[config.mk]
export PLATFORM = sky130hd
export DESIGN_NAME = pa_core_ifetch
export DESIGN_NICKNAME = d
export VERILOG_FILES = /design/src/rtl/pa_core_ifetch.sv
export SDC_FILE = /design/constraint.sdc
export NUM_CORES = 1
export LEC_CHECK = 0
export CAP_MARGIN = 40
export CORE_MARGIN = 2
export CORE_UTILIZATION = 51
export CTS_CLUSTER_SIZE = 10
export DETAILED_ROUTE_END_ITERATION = 6
export PLACE_DENSITY = 0.82
export SLEW_MARGIN = 20
export SYNTH_ARGS = -nofsm -noshare
export SYNTH_HDL_FRONTEND = slang
export SYNTH_SLANG_ARGS = --single-unit
export TNS_END_PERCENT = 50
[constraint.sdc]
create_clock -name clk_i -period 2 [get_ports clk_i]
set_input_delay 0.2 -clock clk_i [delete_from_list [all_inputs] [get_ports clk_i]]
set_output_delay 0.2 -clock clk_i [all_outputs]
set_load 0.1 [all_outputs]
[src/rtl/pa_core_ifetch.sv]
// rtl/pa_core_ifetch.sv - instruction fetch: one outstanding word read per PC, {pc, inst} FIFO to decode
module pa_core_ifetch #(
  parameter int DW    = 32,
  parameter int DEPTH = 2
) (
  input  logic          clk_i,
  input  logic          rst_n_i,
  input  logic          reset_flag_i,
  input  logic          jump_flag_i,
  input  logic [DW-1:0] pc_i,
  output logic          hold_flag_o,
  output logic          ibus_req_o,
  output logic [DW-1:0] ibus_addr_o,
  input  logic          ibus_gnt_i,
  input  logic          ibus_rvalid_i,
  input  logic [DW-1:0] ibus_rdata_i,
  output logic          inst_valid_o,
  output logic [DW-1:0] inst_o,
  output logic [DW-1:0] inst_pc_o,
  input  logic          inst_ready_i
);

  localparam int AW = $clog2(DEPTH);
  localparam int CW = AW + 1;
  localparam logic [CW-1:0] DEPTH_C = CW'(DEPTH);

  typedef enum logic [1:0] {S_REQ, S_RESP, S_DROP} state_e;

  state_e        state_q;
  logic          run_q;
  logic [DW-1:0] pc_q;
  logic [DW-1:0] fifo_pc_q   [DEPTH];
  logic [DW-1:0] fifo_inst_q [DEPTH];
  logic [AW-1:0] wptr_q, rptr_q;
  logic [CW-1:0] count_q;

  logic flush, push, pop, full;

  assign flush = jump_flag_i | reset_flag_i;
  assign full  = (count_q == DEPTH_C);

  // run_q keeps the request low until the first clock after reset release
  assign ibus_req_o  = run_q & (state_q == S_REQ) & ~full & ~flush;
  assign ibus_addr_o = pc_i;
  assign hold_flag_o = ~(ibus_req_o & ibus_gnt_i);

  assign push = (state_q == S_RESP) & ibus_rvalid_i & ~flush;
  assign pop  = inst_valid_o & inst_ready_i & ~flush;

  assign inst_valid_o = (count_q != '0);
  assign inst_o       = fifo_inst_q[rptr_q];
  assign inst_pc_o    = fifo_pc_q[rptr_q];

  always_ff @(posedge clk_i or negedge rst_n_i) begin
    if (!rst_n_i) begin
      state_q <= S_REQ;
      run_q   <= 1'b0;
      pc_q    <= '0;
    end else begin
      run_q <= 1'b1;
      unique case (state_q)
        S_REQ: begin
          if (ibus_req_o & ibus_gnt_i) begin
            pc_q    <= pc_i;
            state_q <= S_RESP;
          end
        end
        S_RESP: begin
          if (ibus_rvalid_i)  state_q <= S_REQ;
          else if (flush)     state_q <= S_DROP;
        end
        S_DROP: begin
          if (ibus_rvalid_i)  state_q <= S_REQ;
        end
        default: state_q <= S_REQ;
      endcase
    end
  end

  always_ff @(posedge clk_i or negedge rst_n_i) begin
    if (!rst_n_i) begin
      wptr_q  <= '0;
      rptr_q  <= '0;
      count_q <= '0;
      for (int i = 0; i < DEPTH; i++) begin
        fifo_pc_q[i]   <= '0;
        fifo_inst_q[i] <= '0;
      end
    end else if (flush) begin
      wptr_q  <= '0;
      rptr_q  <= '0;
      count_q <= '0;
    end else begin
      if (push) begin
        fifo_pc_q[wptr_q]   <= pc_q;
        fifo_inst_q[wptr_q] <= ibus_rdata_i;
        wptr_q              <= wptr_q + 1'b1;
      end
      if (pop) rptr_q <= rptr_q + 1'b1;
      unique case ({push, pop})
        2'b10:   count_q <= count_q + 1'b1;
        2'b01:   count_q <= count_q - 1'b1;
        default: count_q <= count_q;
      endcase
    end
  end

  // The request gating guarantees space for every response
  assert property (@(posedge clk_i) disable iff (!rst_n_i) push |-> !full);

endmodule

After elaboration in Yosys (flattened, before gate mapping)
Index checks and enable logic that the tools add are counted.
{"block": "word_totals", "ff_bits": 167, "input_bits": 71, "out_inout_bits": 99, "elab_cells": 69}
{"block": "classes", "add_sub_neg": 4, "n_lt_le_gt_ge": 3, "eq_ne": 8, "muxes": 21, "bitwise": 14, "reduce_logical": 9}
{"op": "32-bit two-way mux", "n": 7}
{"op": "64-bit bitwise mux", "n": 2}
{"op": "32-bit demux with 1-bit select", "n": 1}
{"op": "2-bit two-way mux", "n": 5}
{"op": "1-bit bitwise AND", "n": 8}
{"op": "2-bit == test, second input constant", "n": 3}
{"op": "2-bit case mux with 3 select lines", "n": 1}
{"op": "2-bit nonzero test", "n": 3}
{"op": "2-bit by 1-bit == test with 1-bit output, second input constant", "n": 2}
{"op": "2-bit >= comparator, second input constant", "n": 2}
{"op": "1-bit two-way mux", "n": 4}
{"op": "1-bit inverter with 2-bit output", "n": 2}
{"op": "2-bit case mux with 2 select lines", "n": 1}
{"op": "2-bit AND reduction", "n": 2}
{"op": "3-bit != test, second input constant", "n": 1}
{"op": "1-bit inverter", "n": 3}
{"op": "3-bit AND reduction", "n": 1}
{"op": "3-bit nonzero test", "n": 1}
{"op": "1-bit adder, second input constant", "n": 2}
{"op": "2-bit by 1-bit adder with 2-bit output, second input constant", "n": 1}
{"op": "2-bit logical NOT", "n": 1}
{"op": "2-bit by 1-bit < comparator with 1-bit output, second input constant", "n": 1}
{"op": "2-bit by 1-bit != test with 1-bit output, second input constant", "n": 1}
{"op": "2-bit != test, second input constant", "n": 1}
{"op": "3 further kinds", "n": 3}

Depth between registers and ports, before layout
Gate-level depths: netlist (run 1).
{"block": "logic_depth", "word_depth": 7, "mapped_depth": 6, "mapped_depth_nobuf": 3}

Least setup slack after synthesis (run 1)
No wires, ideal clock.
{"block": "synth_path", "path_kind": "reg-to-reg", "start": "register count_q[0]", "end": "register pc_q[22]", "setup_ns": 0.125, "arrival_time_ns": 1.684, "required_ns": 1.875, "slack_ns": 0.192, "stages_incl_launch_ff": 5, "n_path_buf": 1, "period_less_slack_ns": 1.808, "cell_sequence": "dfrtp_1 -> nand2b_1 -> nand3_1 -> buf_2 -> mux2_2"}
{"block": "synth_between", "elab_chain_cells": 6}
{"item": "start, declared", "line_no": "35", "source": "logic [CW-1:0] count_q;"}
{"item": "start signal, assigned", "line_no": "101", "source": "2'b10: count_q <= count_q + 1'b1;"}
{"item": "start signal, assigned", "line_no": "102", "source": "2'b01: count_q <= count_q - 1'b1;"}
{"item": "start signal, assigned", "line_no": "103", "source": "default: count_q <= count_q;"}
{"item": "2-bit == test", "line_no": "40", "source": "assign full = (count_q == DEPTH_C);"}
{"item": "1-bit inverter", "line_no": "43", "source": "assign ibus_req_o = run_q & (state_q == S_REQ) & ~full & ~flush;"}
{"item": "1-bit bitwise AND (2 in a row)", "line_no": "43"}
{"item": "1-bit bitwise AND", "line_no": "63", "source": "if (ibus_req_o & ibus_gnt_i) begin"}
{"item": "2-bit AND reduction (no line)"}
{"item": "end signal, assigned", "line_no": "64", "source": "pc_q <= pc_i;"}
{"item": "end, declared", "line_no": "31", "source": "logic [DW-1:0] pc_q;"}
No other way between the ends.
A chain may end at the register's enable or synchronous reset.

Final worst setup path (run 1)
{"block": "layout_path", "start": "register state_q[1]", "end": "output port hold_flag_o"}
{"block": "layout_between", "elab_chain_cells": 6}
{"item": "start, declared", "line_no": "29", "source": "state_e state_q;"}
{"item": "start signal, assigned", "line_no": "56", "source": "state_q <= S_REQ;"}
{"item": "start signal, assigned", "line_no": "65", "source": "state_q <= S_RESP;"}
{"item": "start signal, assigned", "line_no": "69", "source": "if (ibus_rvalid_i) state_q <= S_REQ;"}
{"item": "2-bit logical NOT", "line_no": "43"}
{"item": "1-bit bitwise AND (3 in a row)", "line_no": "43"}
{"item": "1-bit bitwise AND", "line_no": "45", "source": "assign hold_flag_o = ~(ibus_req_o & ibus_gnt_i);"}
{"item": "1-bit inverter", "line_no": "45"}
{"item": "end, declared", "line_no": "11", "source": "output logic hold_flag_o,"}
No other way between the ends.

==> results.toml, run 1 <==
[setup_path]
critPathKind = "reg -> out"
slowest_delay_ns = 0.45
startpoint_type = "flip-flop"
r2r_end = "fifo_pc_q[61]$_DFFE_PN0P_"
path_cells = "nor4bb_4 -> nand3_2 -> buf_12 -> buf_12"
r2r_start = "state_q[1]$_DFFE_PN0P_"
critPathLaunch = "state_q[1]$_DFFE_PN0P_"
crit_arrival_ns = 1.75
r2r.worst_path.cells = 4
reg2reg_slack_ns = 0.25
slowest_stage = "dfrtp_2"
cp_data_required_time_ns = 1.80
cp_max_fo = 33
cp_common_cell = "buf_12"
endpoint_kind = "output pin"
critPathCapture = "hold_flag_o"

[cells_and_area]
instances_no_fill = 825
final_util = 0.746
diodes = 0
nets = 699
num-fill-cells = 879
syn_to_final_growth_pct = 42.9
layout-drive-gt1-share = 0.577
final_cell_area_um2 = 10800

[run]
maxCapViolations = 0

[place]
dpl.cell_count = 791
dp_hpwl_mm = 11.0
placed_area_um2 = 10300
numPortBuffers = 169
place.gp.congestion = 0.744

[clock_tree]
tritoncts = "yes"
h-tree-depth = 4
clkLatencyLatePin_ns = 0.42
numCtsBuffers = 17
cts.sinks = 167
clkTransAtPathRegs_ns = 0.06
cts-root-buf = "clkbuf_16"
clockBufferDepth = 2

[route]
avgViaCountPerCell = 5.35
antenna_left = 0
dr.pass1.iters = 4
routedWlPerCell_um = 19.7
drc = 0
drt-initial-drc-count = 195
finalWirelength_mm = 16.2
vias = 4413

[sta]
period_share = 0.977
setup_viol_count_final = 0
drv_slew = 0
hold_viol = 0
tightest_slew_ns = 0.504
fin_skew_ns = 0.00689
relSlewSlack = 0.664
fmax_ghz = 0.512
period_needed_ns = 1.95

[die]
io_pins = 170
die_x_um = 126
row_count = 44
die_h_um = 126
dieArea_um2 = 15900
start_util = 0.522
coreArea_um2 = 14500

[pwr]
power_leakage_uw = 0.00526
ir_drop_mv = 0.651
power_density_nw_per_um2 = 980

[synth]
yosys_warnings = 0
synthCells = 481
synth.cell_area_um2 = 7590
syn_nets = 552
synth-seq-cells = 167
yosysTopAreaCell = "dfrtp_1"
syn_avg_cell_area_um2 = 15.8
ys_types = 30
yosysTopAreaCellShare = 0.551
ys_top_cells_by_area = "dfrtp_1, mux2_2, mux2_4"
yosysSeqAreaShare = 0.551

[grt]
grt-ovfl-total = 0
antenna_found_initial = 0
grt_pass1_vias = 5039
grt_util_all_layers = 0.214
grt_pass1_wl_mm = 26.6
grt_max_degree = 55

[status]
outcome = "finished clean"

[hold_path]
hp-class = "in -> async"
Yosys cell counts, drive strengths merged:
cell type    n
nand2        2
nand3        2
dfrtp      167
mux2       224
a2111oi      1
xnor2        1
nand3b       2
nor3b        1
a21oi        3
xor2         1
nor4b        1
conb         1
inv          1
and3b        1
or2          2
and4         1
mux2i        2
clkbuf      10
or3          1
nor2         5
buf         47
o21ai        2
nand2b       2
nor4bb       1
flip-flops by register name (all words and copies together) (netlist names):
signal,count
count_q,2
fifo_inst_q,64
fifo_pc_q,64
pc_q,32
rptr_q,1
run_q,1
state_q,2
wptr_q,1
how the worst min path moves through the flow:
| stage | slack [ns] | cells after the start | to |
|---|---|---|---|
| 2_1_floorplan | -0.1 | 0 | count_q[0]$_DFFE_PN0P_ |
| 6_report | 0.30 | 2 | fifo_inst_q[24]$_DFFE_PN0P_ |
| 3_5_place_dp | 0.18 | 1 | fifo_inst_q[24]$_DFFE_PN0P_ |
| 3_3_place_gp | 0.18 | 1 | fifo_inst_q[56]$_DFFE_PN0P_ |
| 4_1_cts | 0.31 | 2 | count_q[1]$_DFFE_PN0P_ |
| 5_1_grt | 0.34 | 2 | fifo_inst_q[24]$_DFFE_PN0P_ |
per-stage QoR:
| stage | total power, µW | setup WS (ns) | setup TNS (ns) | hold slack, ns |
|---|---|---|---|---|
| CTS | 10700 | -0.00812 | -0.00812 | 0.311 |
| detailed placement | 7640 | 0.0260 | 0 | 0.185 |
| floorplan | 6240 | 0.192 | 0 | -0.0956 |
| global route | 11000 | -0.000245 | -0.000245 | 0.342 |
| global placement | 7550 | 0.0390 | 0 | 0.182 |
| finish | 10600 | 0.0456 | 0 | 0.303 |
placed cells by master (no fill, tap or decap), types with 2 or more instances in the layout:
cell type        count
a21oi_1              3
buf_12             106
buf_4                7
buf_6                2
clkbuf_1             9
clkbuf_16           17
clkbuf_8             3
clkdlybuf4s50_1     69
clkinv_2             2
dfrtp_1            164
dfrtp_2              3
mux2_2             164
mux2_4              60
mux2i_1              2
nand2_1              2
nand2b_1             2
nand3b_1             2
nor2_1               5
o21ai_0              2
critical path: cells and delay by family, from the launching register on:
family                 cells  cell delay [ns]
DFF                        1             0.45
and+or+nand+nor            2             0.47
buffers and inverters      2             0.40
cell type report:
class,instances,area [µm²],share of cell area
timing repair buffer,185,2900,0.267
clock buffer,29,500,0.0462
tap,184,230,0.0212
clock inverter,3,40.0,0.00369
inverter,1,3.75,0.000346
multi-input combinational,256,2990,0.275
sequential,167,4180,0.386
cell families after synthesis:
family,count (synthesis),share of synthesized area
multiplexers,226,0.365
flip-flops,167,0.551
buffers and inverters,58,0.0597
AND/OR/NAND/NOR,21,0.0173
AO/OA/AOI/OAI,6,0.00445
XOR/XNOR,2,0.00231
other,1,0.000494
metal layers:
layer | global-route usage | part of all wire | up-vias
met3 | 0.0663 | 0.059 | 21
met2 | 0.356 | 0.51 | 139
met4 | 0.0679 | 0.014 | 0
li1 | - | - | 1968
met1 | 0.268 | 0.42 | 2285
met5 | 0 | 0 | -
power breakdown:
group | leakage [µW] | switching [µW] | internal, µW
registers | 0.00223 | 239 | 3730
clock network | 0.000264 | 1230 | 1810
logic | 0.00277 | 2150 | 1470
timing repair:
action / in CTS / in global routing
hold buffers: 1 / 0
pin swaps: 1 / 1
endpoints found under the setup margin: 27 / 1
buffers inserted: 0 / 1
cloned: 0 / 0
hold endpoints to repair: 47 / 0
resized for setup: 2 / 3
No activity file was read; power rests on OpenSTA's default activity.
==> run 2: changes to the inputs <==
--- a/config.mk
+++ b/config.mk
@@ -5,12 +5,12 @@
 export SDC_FILE = /design/constraint.sdc
 export NUM_CORES = 1
 export LEC_CHECK = 0
-export CAP_MARGIN = 40
+export CAP_MARGIN = 5
 export CORE_MARGIN = 2
 export CORE_UTILIZATION = 51
 export CTS_CLUSTER_SIZE = 10
 export DETAILED_ROUTE_END_ITERATION = 6
-export PLACE_DENSITY = 0.82
+export PLACE_DENSITY = 0.81
 export SLEW_MARGIN = 20
 export SYNTH_ARGS = -nofsm -noshare
 export SYNTH_HDL_FRONTEND = slang
==> results.toml, run 2 (synthesized netlist as in run 1, its figures left out) <==
[sta]
setup_ws_ns = 0.0776
tightest_slew_ns = 0.521
setup_viol_count_final = 0
rsz0062_at_grt = "false"
fin_skew_ns = 0.00966
fmax_ghz = 0.520
drv_slew = 0
period_share = 0.961
tns_ns = 0
period_needed_ns = 1.92
hold_viol = 0
relSlewSlack = 0.653

[die]
row_count = 44
io_pins = 170
die_h_um = 126
dieArea_um2 = 15900
coreArea_um2 = 14500
die_x_um = 126
start_util = 0.522

[run]
maxCapViolations = 0

[grt]
grt_util_all_layers = 0.214
grt_pass1_wl_mm = 26.7
grt-ovfl-total = 0
antenna_found_initial = 0
grt_max_degree = 55
grt_pass1_vias = 5063

[pwr]
power_density_nw_per_um2 = 1010
switchingPower_uw = 3660
pwr-share-clk = 0.320
finalPower_uw = 11200
power_frac_seq = 0.355
swShare = 0.328
combPwrFrac = 0.325
ir_drop_mv = 0.701
power.internal_uw = 7510
power_leakage_uw = 0.00535

[clock_tree]
cts.sinks = 167
cts-root-buf = "clkbuf_16"
clockBufferDepth = 2
h-tree-depth = 4
clkLatencyLatePin_ns = 0.42
numCtsBuffers = 17
clkTransAtPathRegs_ns = 0.06
tritoncts = "yes"

[cells_and_area]
reg_top3 = "fifo_inst_q: 64 flops, fifo_pc_q: 64 flops, pc_q: 32 flops"
num-fill-cells = 862
layout-drive-gt1-share = 0.589
final_cell_mix = "mux2_2, dfrtp_1, buf_12"
diodes = 0
nets = 703
syn_to_final_growth_pct = 45.2
multi_input_area_um2 = 2990
regArea_um2 = 4180

[setup_path]
r2r_start = "state_q[1]$_DFFE_PN0P_"
cp_max_fo = 11
slowest_stage = "dfrtp_2"
cp_data_required_time_ns = 1.80
critPathKind = "reg -> out"
reg2reg_slack_ns = 0.24
r2r_end = "fifo_pc_q[60]$_DFFE_PN0P_"
critPathCapture = "hold_flag_o"
cp_common_cell = "buf_12"
path_cells = "nor4bb_4 -> nand3_2 -> buf_12 -> buf_12"
r2r.worst_path.cells = 4
crit_arrival_ns = 1.72
startpoint_type = "flip-flop"
endpoint_kind = "output pin"
slowest_delay_ns = 0.45
critPathLaunch = "state_q[0]$_DFFE_PN0P_"

[route]
finalWirelength_mm = 16.6
dr.pass1.iters = 6
antenna_left = 0
drc = 0
routedWlPerCell_um = 20.0
drt-initial-drc-count = 218
vias = 4423
avgViaCountPerCell = 5.34

[place]
dp_hpwl_mm = 10.8
post-place-ws_ns = 0.0315
numPortBuffers = 169
place.gp.congestion = 0.775

[status]
outcome = "finished clean"

[hold_path]
hp-class = "in -> async"
==> run 2: cell count changes in the layout (fill, tap and decap cells not counted) <==
cell / delta
buf_12: +2
bufinv_16: +4
clkbuf_1: -6
clkbuf_16: +1
buf_6: -1
buf_4: +2
clkinv_2: +2
==> run 2: layer usage <==
metal,track usage,share of wire,vias up
li1,-,-,1972
met3,0.0646,0.055,19
met1,0.266,0.42,2299
met5,0,0,-
met2,0.364,0.51,133
met4,0.0640,0.011,0
==> run 2: what timing repair did <==
| item | in CTS | in global routing |
|---|---|---|
| setup endpoints to repair | 1 | 1 |
| pin swaps | 0 | 2 |
| hold endpoints to repair | 50 | 0 |
| cloned | 0 | 1 |
| hold buffers | 1 | 0 |
| gates resized for setup | 3 | 1 |
| setup buffers | 0 | 6 |
==> run 2: power groups by stage <==
stage          Sequential [µW]  Combinational [µW]  Clock, µW
4_1_cts                   3970                3650       3640
3_5_place_dp              4020                3630          0
5_1_grt                   4010                3730       3770
2_1_floorplan             3930                2310          0
3_3_place_gp              3980                3580          0
6_report                  3970                3630       3580
==> run 2: cell type report <==
cell class / count / area share
inverters: 1 / 0.000341
repair buffers: 189 / 0.269
well taps: 184 / 0.0209
clock buffers: 23 / 0.0434
clock inverters: 9 / 0.0154
multi-input cells: 256 / 0.271
flip-flops and latches: 167 / 0.380
==> run 2: per-stage QoR <==
stage               std cells  utilization  instance area [µm²]  hold WS [ns]
global route              829        0.758                11000         0.351
global placement          789        0.707                10300         0.192
floorplan                 481            -                 7590       -0.0956
finish                    829        0.758                11000         0.315
detailed placement        789        0.707                10300         0.198
CTS                       822        0.753                10900         0.323
==> run 2: worst min path at each step <==
| stage | to | slack [ns] |
|---|---|---|
| after floorplan | count_q[0]$_DFFE_PN0P_ | -0.1 |
| after global placement | fifo_inst_q[47]$_DFFE_PN0P_ | 0.19 |
| final | fifo_inst_q[23]$_DFFE_PN0P_ | 0.31 |
| after detailed placement | fifo_inst_q[49]$_DFFE_PN0P_ | 0.20 |
| after CTS | fifo_inst_q[49]$_DFFE_PN0P_ | 0.32 |
| after global routing | fifo_inst_q[15]$_DFFE_PN0P_ | 0.35 |
==> run 2: critical path: cells and delay by family (launching register included) <==
family	cells	cell delay, ns
buffers and inverters	2	0.35
flip-flops	1	0.45
AND/OR/NAND/NOR	2	0.49
